[config.mk]
export PLATFORM = sky130hd
export DESIGN_NAME = pm_seq_ctrl
export DESIGN_NICKNAME = d
export VERILOG_FILES = /design/src/rtl/pm_seq_pkg.sv /design/src/rtl/pm_slot_cnt.sv /design/src/rtl/pm_seq_ctrl.sv
export SDC_FILE = /design/constraint.sdc
export NUM_CORES = 1
export LEC_CHECK = 0
export BUFFER_PORTS_ARGS = -buffer_cell sky130_fd_sc_hd__buf_4
export CAP_MARGIN = 20
export CORE_ASPECT_RATIO = 2
export CORE_MARGIN = 2
export CORE_UTILIZATION = 53
export DETAILED_ROUTE_END_ITERATION = 10
export PLACE_DENSITY_LB_ADDON = 0.3
export SKIP_LAST_GASP = 1
export SLEW_MARGIN = 25
export SYNTH_ARGS = -nofsm -noshare
export SYNTH_HDL_FRONTEND = slang
export SYNTH_SLANG_ARGS = --single-unit
[constraint.sdc]
create_clock -name PM_clk -period 1.9 [get_ports PM_clk]
set_input_delay 0.19 -clock PM_clk [delete_from_list [all_inputs] [get_ports PM_clk]]
set_output_delay 0.19 -clock PM_clk [all_outputs]
set_load 0.01 [all_outputs]
[src/rtl/pm_seq_pkg.sv]
// pm_seq_pkg -- shared types and widths for the path-metric sequencer.
//   pm_state_e : sequencer FSM states
//   ADDR_W     : path-metric address width
//   ID_W       : frame tag width
//   PM_W       : path-metric word width (downstream datapath)
//   STEP_W     : trellis step index width
package pm_seq_pkg;

    localparam int ADDR_W = 2;
    localparam int ID_W   = 3;
    localparam int PM_W   = 7;
    localparam int STEP_W = 8;

    typedef enum logic [2:0] {
        IDLE,
        RUN,
        TAIL,
        FLUSH,
        DONE
    } pm_state_e;

endpackage

[src/rtl/pm_slot_cnt.sv]
// pm_slot_cnt -- address/step counter for the path-metric sequencer.
//   PM_clk : clock
//   PM_rst : asynchronous active-low reset
//   clr    : synchronous clear of address and step
//   adv    : advance to the next slot
//   addr   : current path-metric address (0..NUM_STATES-1)
//   step   : current trellis step, saturating at all-ones
//   wrap   : address is at its last value (next advance ends the step)
module pm_slot_cnt
    import pm_seq_pkg::*;
#(
    parameter int NUM_STATES = 4
) (
    input  logic              PM_clk,
    input  logic              PM_rst,
    input  logic              clr,
    input  logic              adv,
    output logic [ADDR_W-1:0] addr,
    output logic [STEP_W-1:0] step,
    output logic              wrap
);

    assign wrap = (addr == ADDR_W'(NUM_STATES - 1));

    always_ff @(posedge PM_clk or negedge PM_rst) begin
        if (!PM_rst) begin
            addr <= '0;
            step <= '0;
        end else if (clr) begin
            addr <= '0;
            step <= '0;
        end else if (adv) begin
            if (wrap) begin
                addr <= '0;
                // A 255-step frame plus tail runs past 255; hold at the top.
                if (step != '1) begin
                    step <= step + 1'b1;
                end
            end else begin
                addr <= addr + 1'b1;
            end
        end
    end

endmodule

[src/rtl/pm_seq_ctrl.sv]
// pm_seq_ctrl -- path-metric address sequencer for a trellis decoder.
// Walks every path-metric address for each data step of a frame, then the
// termination steps, then idles for a pipeline flush and pulses done.
// Optional build macro: PM_SEQ_ABORT_EN adds the abort input.
//   PM_clk      : clock
//   PM_rst      : asynchronous active-low reset
//   start       : frame request, taken only when idle
//   frame_len   : data steps in the frame, latched with start
//   stall       : hold the sequencer for this cycle (RUN/TAIL only)
//   abort       : (PM_SEQ_ABORT_EN) drop the current frame, no done
//   valid_out   : an address slot is issued
//   addr_out    : path-metric address of the slot
//   dec_out     : store the survivor decision for the slot
//   term_out    : trellis terminating, or sequencer not in RUN
//   data_id_out : frame tag, bumped on each accepted start
//   step_out    : trellis step of the slot
//   busy        : frame in progress
//   done        : one-cycle frame completion pulse
// Outputs are registered: each reflects the decision taken at the
// previous clock edge.
module pm_seq_ctrl
    import pm_seq_pkg::*;
#(
    parameter int NUM_STATES = 4,
    parameter int TAIL_LEN   = 2,
    parameter int FLUSH_LEN  = 2
) (
    input  logic              PM_clk,
    input  logic              PM_rst,
    input  logic              start,
    input  logic [7:0]        frame_len,
    input  logic              stall,
`ifdef PM_SEQ_ABORT_EN
    input  logic              abort,
`endif
    output logic              valid_out,
    output logic [ADDR_W-1:0] addr_out,
    output logic              dec_out,
    output logic              term_out,
    output logic [ID_W-1:0]   data_id_out,
    output logic [STEP_W-1:0] step_out,
    output logic              busy,
    output logic              done
);

    pm_state_e         state;
    logic [STEP_W-1:0] len_q;
    logic [STEP_W-1:0] tail_cnt;
    logic [STEP_W-1:0] flush_cnt;

    logic              abort_i;
    logic              cnt_clr;
    logic              cnt_adv;
    logic [ADDR_W-1:0] cnt_addr;
    logic [STEP_W-1:0] cnt_step;
    logic              cnt_wrap;

`ifdef PM_SEQ_ABORT_EN
    assign abort_i = abort;
`else
    assign abort_i = 1'b0;
`endif

    // Counters are parked at zero while idle so a new frame starts at slot 0.
    assign cnt_clr = (state == IDLE);
    assign cnt_adv = ((state == RUN) || (state == TAIL)) && !stall && !abort_i;

    pm_slot_cnt #(
        .NUM_STATES (NUM_STATES)
    ) u_slot_cnt (
        .PM_clk (PM_clk),
        .PM_rst (PM_rst),
        .clr    (cnt_clr),
        .adv    (cnt_adv),
        .addr   (cnt_addr),
        .step   (cnt_step),
        .wrap   (cnt_wrap)
    );

    always_ff @(posedge PM_clk or negedge PM_rst) begin
        if (!PM_rst) begin
            state       <= IDLE;
            len_q       <= '0;
            tail_cnt    <= '0;
            flush_cnt   <= '0;
            valid_out   <= 1'b0;
            addr_out    <= '0;
            dec_out     <= 1'b0;
            term_out    <= 1'b1;
            data_id_out <= '0;
            step_out    <= '0;
            busy        <= 1'b0;
            done        <= 1'b0;
        end else begin
            done <= 1'b0;
            if (abort_i && ((state == RUN) || (state == TAIL) || (state == FLUSH))) begin
                // Abandon the frame: reset-state outputs, tag kept.
                state     <= IDLE;
                valid_out <= 1'b0;
                addr_out  <= '0;
                dec_out   <= 1'b0;
                term_out  <= 1'b1;
                step_out  <= '0;
                busy      <= 1'b0;
            end else begin
                case (state)
                    IDLE: begin
                        valid_out <= 1'b0;
                        dec_out   <= 1'b0;
                        term_out  <= 1'b1;
                        busy      <= 1'b0;
                        if (start) begin
                            len_q       <= frame_len;
                            tail_cnt    <= '0;
                            flush_cnt   <= '0;
                            addr_out    <= '0;
                            step_out    <= '0;
                            busy        <= 1'b1;
                            data_id_out <= data_id_out + 1'b1;
                            if (frame_len == '0) begin
                                state <= TAIL;
                            end else begin
                                state    <= RUN;
                                term_out <= 1'b0;
                            end
                        end
                    end
                    RUN, TAIL: begin
                        // While stalled the pending slot is shown with valid low.
                        addr_out  <= cnt_addr;
                        step_out  <= cnt_step;
                        valid_out <= !stall;
                        dec_out   <= !stall;
                        term_out  <= (state != RUN);
                        if (!stall && cnt_wrap) begin
                            if (state == RUN) begin
                                if (cnt_step == len_q - 8'd1) begin
                                    state <= TAIL;
                                end
                            end else if (tail_cnt == STEP_W'(TAIL_LEN - 1)) begin
                                state <= FLUSH;
                            end else begin
                                tail_cnt <= tail_cnt + 1'b1;
                            end
                        end
                    end
                    FLUSH: begin
                        valid_out <= 1'b0;
                        dec_out   <= 1'b0;
                        term_out  <= 1'b1;
                        if (flush_cnt == STEP_W'(FLUSH_LEN - 1)) begin
                            state <= DONE;
                        end else begin
                            flush_cnt <= flush_cnt + 1'b1;
                        end
                    end
                    DONE: begin
                        valid_out <= 1'b0;
                        dec_out   <= 1'b0;
                        term_out  <= 1'b1;
                        busy      <= 1'b0;
                        done      <= 1'b1;
                        state     <= IDLE;
                    end
                    default: begin
                        state <= IDLE;
                    end
                endcase
            end
        end
    end

endmodule

==> Yosys cells after proc, flatten, opt, wreduce, memory -nomap -nowiden <==
Index checks and enable logic that the tools add are counted.
{ "word_totals": {"reg_bits": 54, "in_bits": 12, "word_cells": 92} }
{ "op_classes": {"addsub": 6, "eq_ne": 18, "n_mux": 32, "reduce_logical": 23} }
{ "ops": {"columns": ["operator", "count"], "rows": [
  ["$mux 8", 9],
  ["$pmux 8 s2", 3],
  ["$add 8x1->8 const B", 3],
  ["$mux 3", 6],
  ["$eq 8x1->1 const B", 2],
  ["$reduce_bool 2->1", 7],
  ["$mux 2", 5],
  ["$ne 2x2->1 const B", 5],
  ["$reduce_and 5->1", 2],
  ["$pmux 3 s3", 1],
  ["$eq 8x8->1", 1],
  ["$logic_not 8->1", 1],
  ["$ne 8x8->1 const B", 1],
  ["$sub 8x1->8 const B", 1],
  ["$eq 3x2->1 const B", 2],
  ["$ne 3x3->1 const B", 2],
  ["$reduce_and 3->1", 2],
  ["$mux 1", 4],
  ["$pmux 1 s2", 2],
  ["$pmux 2 s2", 1],
  ["$reduce_and 2->1", 2],
  ["$reduce_or 2->1", 2],
  ["$add 3x1->3 const B", 1],
  ["$eq 3x1->1 const B", 1],
  ["other kinds (12)", 13]
]} }

==> Logic depth before layout (Yosys ltp) <==
Gate-level depths: netlist (run 1).
{ "depth": {"word_depth": 6, "mapped_depth": 9, "ltp_nobuf": 8} }

==> Modules after synthesis <==
From an unflattened synthesis (run 1), not the netlist that was laid out.
{ "hier_totals": {"hier_cells": 294, "hier_area_um2": 2917.8} }
{ "modules_own_cells": {"columns": ["module", "instances", "cells_each", "area_per_inst_um2"], "rows": [
  ["pm_seq_ctrl", 1, 240, 2349.8],
  ["pm_slot_cnt", 1, 54, 568.0]
]} }

==> Worst setup path before layout (run 1) <==
No wires, ideal clock.
{ "synth_timing": {"path_type": "register to register", "from": "register tail_cnt[1]", "to": "register tail_cnt[5]", "t_arrival_ns": 1.678, "slack_ns": 0.090, "path_stages_with_launch": 9, "n_path_buf": 0, "synth_period_minus_slack_ns": 1.810, "path_cell_list": "dfrtp_1 -> inv_1 -> ha_1 -> or4b_4 -> o2111ai_4 -> a21oi_2 -> nand4_1 -> xor2_1 -> nor2_1"} }
{ "synth_via": {"elab_chain_len": 5} }
{ "synth_rtl": {"columns": ["item", "line", "source"], "rows": [
  ["start, declared", "pm_seq_ctrl.sv:48", "logic [STEP_W-1:0] tail_cnt;"],
  ["start signal, assigned", "pm_seq_ctrl.sv:143", "tail_cnt <= tail_cnt + 1'b1;"],
  ["$add 8x1->8", "pm_seq_ctrl.sv:143", null],
  ["$mux 8", "pm_seq_ctrl.sv:140", "end else if (tail_cnt == STEP_W'(TAIL_LEN - 1)) begin"],
  ["$mux 8", "pm_seq_ctrl.sv:136", "if (state == RUN) begin"],
  ["$mux 8", "pm_seq_ctrl.sv:135", "if (!stall && cnt_wrap) begin"],
  ["$pmux 8 s2", "pm_seq_ctrl.sv:106", "case (state)"]
]} }
Several ways; a longest one is shown, not always the timed one. The select of a mux whose other input is x is not followed.
A chain may end at the register's enable or synchronous reset.

==> Worst setup path in the final report (run 1) <==
Same ends and word-level chain as after synthesis.

==> results.md, run 1 <==
* R2R Path Start: tail_cnt[1]
* Worst slew margin at 0.5406
* # IOs at 30
* DR WL/cell at 15.64 µm
* Initial antenna violation count at 0
* Mapped Nets at slightly above 300
* FF+latch count, synth at 54
* Layout Nets at between 300 and 400
* Max Clk Rate at 0.5174 GHz
* Num CTS Buffers at 5
* Worst Clk Skew at 0.01071 ns
* Reg area at 1353 µm²
* Post-DP HPWL at 4441 µm
* Commonest cells after routing, fill and taps aside: dfrtp_1 (53), buf_4 (49), nand2_1 (41), nor2_1 (33), xor2_1 (18)
* Worst Setup Start Kind: register
* Die area at 5904 µm²
* Chip height at ~110 µm
* GRT Total Usage at 0.2233
* Maximum Capacitance Violations at 0
* Worst Setup SP: tail_cnt[1]
* Register-to-register setup slack at -0.03 ns
* Endpoint class of the critical path: register
* Failing checks: negative setup slack
* CTS tree: built
* RSZ-0062 raised after global routing: yes
* Clk buf depth at 2
* Worst-path clk slew at 0.10 ns
* Mapped Cells at around 290
* Initial core utilization at 0.5486
* Clock Tree Root: clkbuf_8
* Area delta synth->final at 20.24%
* Depth of the worst register-to-register path at 8
* Post-layout min period at between 1.5 and 2 ns
* # clock sinks at 54
* Unique masters post-synth at about 50
* Area of the multi-input gates at about 1400 µm²
* Total power per unit cell area at 1301 nW/µm²
* Syn_area_per_cell at 9.769 µm²
* Drt drc at 0
* Max-slew violation count at 0
* Top post-synthesis cells by area: dfrtp_1 (47%), xor2_1 (5.6%), nand2_1 (5.5%), nor2_1 (4.6%), xnor2_1 (4.4%)
* Pre-antenna DRT Iters at 4
* Post-synth top area share at 0.4747
* Final period utilization at 1.017
* First-pass GRT wire length at ~11000 µm
* Pwr Total at 0.004370 W
* Pin count of the biggest net entering global routing at 55
* Max IR drop VDD at 1.215 mV
* Status: complete, but fails checks
* Non-filler cells, final at 389
* Synth Flop Type: dfrtp_1
* Min-delay worst type: primary input to register
* Inst Count DP at 378
* Worst Path Required at 2.11 ns
* Most common cell after layout, fill and taps aside: dfrtp_1
* CP Capture Point: tail_cnt[5]
* Yosys warns at 0
* Worst Tran Pin Value at 0.6891 ns
* Cell Area, Synth at 2794 µm²
* Via count at 2209
* Final WS setup at -0.03278 ns
* Worst-Skew Late Latency at 0.32 ns
* Synth area leader: dfrtp_1
* Seq/Total Area, Yosys at 0.4841
* EDFF count, synth at 0
* ANT nets after route at 0
* DRT Wirelength at 6083 µm
* Final setup viols at 1
* Post-synth ARST share at 1.000
* Core ar. at 5092 µm²
* Die width at approximately 55 µm
* Hold Fails Final Rpt at 0
* # diodes at 0
* Worst-path fanout max at 5
* Hold Slack at between 0.07 and 0.08 ns
* Worst r2r dst: tail_cnt[5]
* H-tree lvl count at 2
* Layout cell share with drive strength beyond 1 at 0.2296
* Setup CP Type: register to register
* Total congestion overflow at 0
* LEAKAGE at approximately 1.6 nW
* Vias per cell at 5.679
* Final core occ at 0.6597
* Worst path arrival time at 2.14 ns
* Row Count at 37
* Vias in the first global route at ~2300
* Filler instances at between 400 and 500
* Port bufs at 29
* Starting DRC count in detailed routing at 34
* Placer Congestion at between 0.8 and 0.9
final cells by class:
type                    count  area share
inverters                   4    0.004469
flip-flops and latches     54      0.4026
clock buffers               5     0.02048
well taps                  58     0.02160
repair buffers             51      0.1184
multi-input cells         214      0.4205
clock inverters             3     0.01192
stage by stage:
stage                     worst slack, ns  cell area, µm²  TNS (ns)
after CTS                        0.003308            3298         0
after global routing              -0.1140            3359   -0.3349
final                            -0.03278            3359  -0.03278
after global placement            0.01329            3171         0
after floorplan                   0.09026            2794         0
after detailed placement         -0.01515            3171  -0.01515
worst min path at each step:
stage	endpoint	from	depth (start not counted)
after floorplan	addr_out[0]	PM_rst	0
after global placement	data_id_out[2]	PM_rst	1
after detailed placement	data_id_out[0]	PM_rst	1
after CTS	len_q[6]	frame_len[6]	3
after global routing	len_q[6]	frame_len[6]	3
final	len_q[6]	frame_len[6]	3
cells by family (layout without fill, tap and decap cells):
logic type                 count (synthesis)  after routing  synth area share
AOI/OAI and AO/OA                         43             43            0.1124
xor gates and xnor gates                  32             32            0.1003
adders and majority gates                  8              8           0.03583
buffers and inverters                     18             63           0.03000
DFF                                       54             54            0.4841
muxes                                      3              3           0.01120
and+or+nand+nor                          128            128            0.2262
flip-flops by register name, summed over array words and instances (netlist names):
signal / flops
done: 1
len_q: 8
tail_cnt: 8
dec_out: 1
addr_out: 2
data_id_out: 3
step_out: 8
state: 3
term_out: 1
flush_cnt: 8
u_slot_cnt.step: 8
busy: 1
u_slot_cnt.addr: 2
timing repair:
item | 4_1_cts | 5_1_grt
resized for setup | 2 | 8
cloned | 0 | 0
hold endpoints to repair | 53 | 0
setup endpoints to repair | 2 | 11
pin swaps | 0 | 6
hold buffers | 1 | 0
setup buffers | 0 | 2
layer usage:
| layer | GRT usage | part of all wire | vias to the layer above |
|---|---|---|---|
| met5 | 0 | 0 | - |
| li1 | - | - | 1073 |
| met3 | 0.03136 | 0.020 | 17 |
| met1 | 0.2534 | 0.39 | 1090 |
| met4 | 0.1202 | 0.038 | 0 |
| met2 | 0.3971 | 0.55 | 29 |
worst max-delay path: stages, from the launching register on:
cell and delay [ns]:
dfrtp_1 0.40, inv_1 0.06, ha_1 0.13, or4b_4 0.48
o2111ai_4 0.27, a21oi_2 0.11, nand4_1 0.12, xor2_1 0.20
nor2_1 0.07
synthesized netlist by cell type (4+ instances only):
master    number
buf_2          4
clkbuf_1       8
nand2_1       41
a21oi_1        9
nor3_1         7
and3_1         6
nand3_1       10
a22o_1        10
inv_1          4
xnor2_1       14
nor2_1        34
ha_1           8
nand4_1        6
xor2_1        18
o21ai_0        9
nor2b_1        4
dfrtp_1       53
where the power goes:
part	switching [W]	internal, W	leakage (nW)
combinational	0.000901	0.000901	0.845
clock	0.000385	0.000389	0.0579
sequential	0.000318	0.00148	0.700
Power figures use the tool's default switching activity.
==> run 2: changes to the inputs <==
CORE_UTILIZATION = 45   (was 53)
REMOVE_ABC_BUFFERS = 1   (was unset)
==> run 2 against run 1 <==
Effect of this change: the run still ends with negative setup slack left; hold slack better by 0.026 ns; combinational power hardly changed; maximum frequency is 1.4% higher; setup slack better by 0.026 ns; register-to-register slack better by 0.03 ns; largest cell class unchanged.
==> results.md, run 2 (synthesis results as in run 1) <==
* Status: complete, but fails checks
* Failing checks: negative setup slack
* DR WL/cell at 15.21 µm (-2.8%)
* Row Count at 40 (+8.1%)
* H-tree lvl count at 2 (unchanged)
* Setup TNS at -0.007007 ns (+0.02578 ns)
* Inst Count DP at 386 (+2.1%)
* # diodes at 0 (unchanged)
* Endpoint class of the critical path: register
* Slowest CP cell: dfrtp_1
* # IOs at 30 (unchanged)
* # clock sinks at 54 (unchanged)
* Worst slew margin at 0.5556 (+0.01502)
* Initial core utilization at 0.4652 (-0.08344)
* Most common cell after layout, fill and taps aside: dfrtp_1
* DRT Wirelength at 6006 µm (-1.3%)
* Non-filler cells, final at 395 (+1.5%)
* Core ar. at 6006 µm² (+18%)
* Post-CTS Setup Inserts at 0 (unchanged)
* Area delta synth->final at 20.91%
* Post-DP HPWL at 4533 µm (+2.1%)
* Clk buf depth at 2 (unchanged)
* LEAKAGE at 1.608 nW (+0.33%)
* Drt drc at 0 (unchanged)
* Port bufs at 29 (unchanged)
* Hold Fails Final Rpt at 0 (unchanged)
* Commonest cells after routing, fill and taps aside: dfrtp_1 (53), buf_4 (50), nand2_1 (41), nor2_1 (33), xor2_1 (18)
* Via count at 2230 (+0.95%)
* Maximum Capacitance Violations at 0 (unchanged)
* Worst Setup Start Kind: register
* Worst Tran Pin Value at 0.6666 ns (-0.02253 ns)
* Pre-CTS setup slack at -0.08440 ns (-0.06925 ns)
* Clock Tree Root: clkbuf_16
* Layout cell share with drive strength beyond 1 at 0.2199 (-0.009728)
* Total power per unit cell area at 1330 nW/µm² (+2.2%)
* Worst Clk Skew at 0.006922 ns (-0.003788 ns)
* Chip height at 115.4 µm (+8.2%)
* CP cell instances: ha_1 > nor2b_2 > a211o_1 > a31oi_2 > a21oi_1 > a211o_1
* Placer Congestion at 0.8279 (-0.13%)
* Max Clk Rate at 0.5244 GHz (+1.4%)
* Cell mode on critical path: a211o_1
* Critical path's top delay family: compound AO/OA/AOI/OAI gates
* Vias in the first global route at 2294 (+0.22%)
* Worst-path fanout max at 5 (unchanged)
* RSZ-0062 raised after global routing: yes
* Die width at 59.72 µm (+7.9%)
* Min-delay worst type: primary input to register
* Vias per cell at 5.646 (-0.58%)
* Num CTS Buffers at 5 (unchanged)
* Layout Nets at 351 (+0.29%)
* Max IR drop VDD at 0.7053 mV (-42%)
* CTS tree: built
* Final core occ at 0.5625 (-0.09720)
* Final period utilization at 1.004 (-0.01357)
* Starting DRC count in detailed routing at 113 (+230%)
* Final WS setup at -0.007007 ns (+0.02578 ns)
* First-pass GRT wire length at 10190 µm (-3.1%)
* Initial antenna violation count at 0 (unchanged)
* Setup CP Type: register to register
* Max-slew violation count at 0 (unchanged)
* Post-layout min period at 1.907 ns (-0.02578 ns)
* Worst-path clk slew at 0.07 ns (-0.03 ns)
* CP Buf/Inv Count at 0 (-1)
* Pin count of the biggest net entering global routing at 55 (unchanged)
* ANT nets after route at 0 (unchanged)
* Worst Path Required at 2.07 ns (-0.04 ns)
* Worst path arrival time at 2.08 ns (-0.06 ns)
* Final setup viols at 1 (unchanged)
* GRT Total Usage at 0.1931 (-0.03018)
* Die area at 6893 µm² (+17%)
* Critical Path Max Stage Delay at 0.41 ns (-0.07 ns)
* Total congestion overflow at 0 (unchanged)
* Pre-antenna DRT Iters at 4 (unchanged)
* Worst-Skew Late Latency at 0.29 ns (-0.03 ns)
-- run 2: cell types whose count changed in the layout (fill, tap and decap cells not counted), moves of 2 or more --
cell,before,now
nand3_2,2,0
clkbuf_1,0,2
clkbuf_16,0,5
nand3_1,8,10
clkbuf_8,5,1
clkinv_2,2,0
-- run 2: metrics by stage --
stage               hold slack, ns  area, µm²  total power, W
finish                     0.09854       3378        0.004492
global route               0.09965       3378        0.004809
CTS                        0.09900       3364        0.004497
detailed placement          0.2756       3199        0.003557
global placement            0.2767       3199        0.003501
floorplan                  -0.1056       2725        0.002841
-- run 2: final timing paths --
| path | slack (ns) | from | end | cells past startpoint |
|---|---|---|---|---|
| max | -0.007 | u_slot_cnt.addr[1] | state[0] | 6 |
| min | 0.1 | frame_len[3] | len_q[3] | 3 |
| max reg2reg | -0.007 | u_slot_cnt.addr[1] | state[0] | 6 |
| min reg2reg | 0.48 | data_id_out[2] | data_id_out[2] | 1 |
| max in group asynchronous | 0.98 | PM_rst | tail_cnt[3] | 2 |
| min in group asynchronous | 0.47 | PM_rst | u_slot_cnt.step[4] | 2 |
-- run 2: timing repair --
action | CTS | global route
pin swaps | 0 | 7
resized for setup | 2 | 4
setup endpoints to repair | 2 | 20
hold endpoints to repair | 53 | 0
hold buffers | 1 | 0
-- run 2: where the power goes --
part           internal, W  switching (W)
Combinational     0.000898       0.000898
Clock             0.000526       0.000389
Sequential         0.00148       0.000301
Total              0.00290        0.00159
-- run 2: tightest hold or removal path, cell delays in order --
cell     delay [ns]
buf_4          0.08
nand2_1        0.04
nand2_1        0.05
-- run 2: area by class of cell --
cell class | count | area (µm²)
clock buffers | 8 | 146.4
multi-input cells | 214 | 1380
fillers | 544 | 2628
inverters | 4 | 15.01
repair buffers | 52 | 405.4
well taps | 63 | 78.83
flip-flops and latches | 54 | 1353
-- run 2: layer usage --
metal  GRT usage  vias to the layer above  routed length [µm]
li1            -                     1078                   -
met1      0.2063                     1104                2329
met2      0.3522                       34                3399
met3     0.03460                       14                 115
met4     0.08741                        0                 161
met5           0                        -                   0
==> run 3: changes to the inputs <==
clock period = 1.7 ns   (was 1.9 ns; I/O delays follow)
==> run 3 against run 2 <==
Effect of this change: the run still ends with negative setup slack left; cell count rose by 6.3%; total power rose by 20%; via count rose by 2.4%; setup slack got worse by 0.12 ns; clock-buffer cell count fell by 1; core utilization rose by 5.0 points; global-route usage rose by 1.6 points; sequential power rose by 11%; clock skew rose by 0.0034 ns; first-iteration DRC count rose by 72%; highest routed layer unchanged.
==> results.md, run 3 (synthesis results as in run 1) <==
* Status: complete, but fails checks
* Failing checks: negative setup slack
* Area delta synth->final at 31.57%
* Post-layout min period at 1.830 ns (-0.07664 ns)
* Total congestion overflow at 0 (unchanged)
* Initial core utilization at 0.4652 (unchanged)
* # IOs at 30 (unchanged)
* Maximum Capacitance Violations at 0 (unchanged)
* CTS tree: built
* Met3 usage at 0.03571 (+0.001116)
* Chip height at 115.4 µm (unchanged)
* # clock sinks at 54 (unchanged)
* Worst slew margin at 0.5374 (-0.01816)
* Worst-path clk slew at 0.07 ns (about the same)
* DRT Wirelength at 6438 µm (+7.2%)
* Post-DP HPWL at 4664 µm (+2.9%)
* First-pass GRT wire length at 10870 µm (+6.6%)
* Worst-path fanout max at 3 (-2)
* GR Layer Usage met2 at 0.3674 (+0.01522)
* Final period utilization at 1.077 (+0.07300)
* ANT nets after route at 0 (unchanged)
* Port bufs at 29 (unchanged)
* Worst path arrival time at 2.02 ns (-0.06 ns)
* Inst Count DP at 408 (+5.7%)
* Pin count of the biggest net entering global routing at 55 (unchanged)
* Final WS setup at -0.1304 ns (-0.1234 ns)
* Initial antenna violation count at 0 (unchanged)
* Hold Fails Final Rpt at 0 (unchanged)
* Min-delay worst type: primary input to register
* Non-filler cells, final at 420 (+6.3%)
* Max-slew violation count at 0 (unchanged)
* Final setup viols at 10 (+9)
* Commonest cells after routing, fill and taps aside: buf_4 (73), dfrtp_1 (53), nand2_1 (39), nor2_1 (32), xor2_1 (18)
* Vias in the first global route at 2352 (+2.5%)
* Worst Setup Start Kind: register
* Layout Nets at 376 (+7.1%)
* # diodes at 0 (unchanged)
* Clock Tree Root: clkbuf_16
* Row Count at 40 (unchanged)
* Placer Congestion at 0.8494 (+2.6%)
* Pre-antenna DRT Iters at 4 (unchanged)
* Die width at 59.72 µm (unchanged)
* RSZ-0062 raised after global routing: yes
* Hold Slack at 0.07731 ns (-0.02122 ns)
* M1 GR Usage at 0.2249 (+0.01852)
* Clk buf depth at 2 (unchanged)
* DR WL/cell at 15.33 µm (+0.81%)
* Total power per unit cell area at 1467 nW/µm² (+10%)
* Starting DRC count in detailed routing at 194 (+72%)
* GRT Total Usage at 0.2090 (+0.01582)
* Max Clk Rate at 0.5463 GHz (+4.2%)
* Worst-Skew Late Latency at 0.30 ns (about the same)
* Drt drc at 0 (unchanged)
* Most common cell after layout, fill and taps aside: buf_4
* Setup CP Type: register to register
* Worst Tran Pin Value at 0.6939 ns (+0.02724 ns)
* H-tree lvl count at 2 (unchanged)
* Via count at 2283 (+2.4%)
* Worst Clk Skew at 0.01031 ns (+0.003386 ns)
* Num CTS Buffers at 5 (unchanged)
* Worst Path Required at 1.89 ns (-0.18 ns)
* Die area at 6893 µm² (unchanged)
* Core ar. at 6006 µm² (unchanged)
* LEAKAGE at 1.737 nW (+8.0%)
* Layout cell share with drive strength beyond 1 at 0.3249 (+0.1051)
* Vias per cell at 5.436 (-3.7%)
* GR peak layer: met2
* Max IR drop VDD at 0.6783 mV (-3.8%)
* Endpoint class of the critical path: register
[run 3: cell type report]
type,count,area (µm²)
fillers,507,2330
multi-input cells,214,1489
flip-flops and latches,54,1353
repair buffers,77,600.6
inverters,4,15.01
clock buffers,7,132.6
well taps,63,78.83
clock inverters,1,7.507
[run 3: through the flow]
stage	area [µm²]	setup WS (ns)	total power (W)	setup TNS (ns)	utilization
5_1_grt	3676	-0.2629	0.005809	-1.865	0.6121
3_5_place_dp	3364	-0.1743	0.004162	-1.960	0.5602
3_3_place_gp	3364	-0.1083	0.004072	-1.406	0.5602
6_report	3676	-0.1304	0.005393	-0.9174	0.6121
4_1_cts	3568	-0.1157	0.005302	-0.7828	0.5942
2_1_floorplan	2725	-0.7695	0.003175	-22.78	-
[run 3: what timing repair did]
action | CTS | global route
pin swaps | 15 | 13
resized for setup | 13 | 20
endpoints found under the hold margin | 53 | 0
hold buffers | 1 | 0
setup endpoints to repair | 25 | 27
setup buffers | 0 | 3
[run 3: report_power, final]
part	internal, W	switching (W)
clock	0.000549	0.000469
combinational	0.00123	0.00117
sequential	0.00165	0.000323
[run 3: worst paths after layout]
check | slack, ns | start | to | depth (start not counted)
max | -0.13 | tail_cnt[1] | tail_cnt[3] | 8
max in group asynchronous | 0.77 | PM_rst | step_out[3] | 2
min in group asynchronous | 0.46 | PM_rst | step_out[6] | 2
min reg2reg | 0.48 | data_id_out[2] | data_id_out[2] | 1
max reg2reg | -0.13 | tail_cnt[1] | tail_cnt[3] | 8
min | 0.08 | frame_len[4] | len_q[4] | 3
[run 3: worst max-delay path: stages (launching register included)]
cell and delay [ns]:
dfrtp_1 0.39, inv_2 0.07, ha_4 0.11, or4b_4 0.47
o2111ai_4 0.25, a21oi_2 0.11, nand2_1 0.10, xor2_1 0.16
nor2_1 0.06
[run 3: layer usage]
metal	wire length (µm)	share of wire
met3	133	0.021
met4	187	0.029
met1	2467	0.38
met2	3649	0.57
met5	0	0
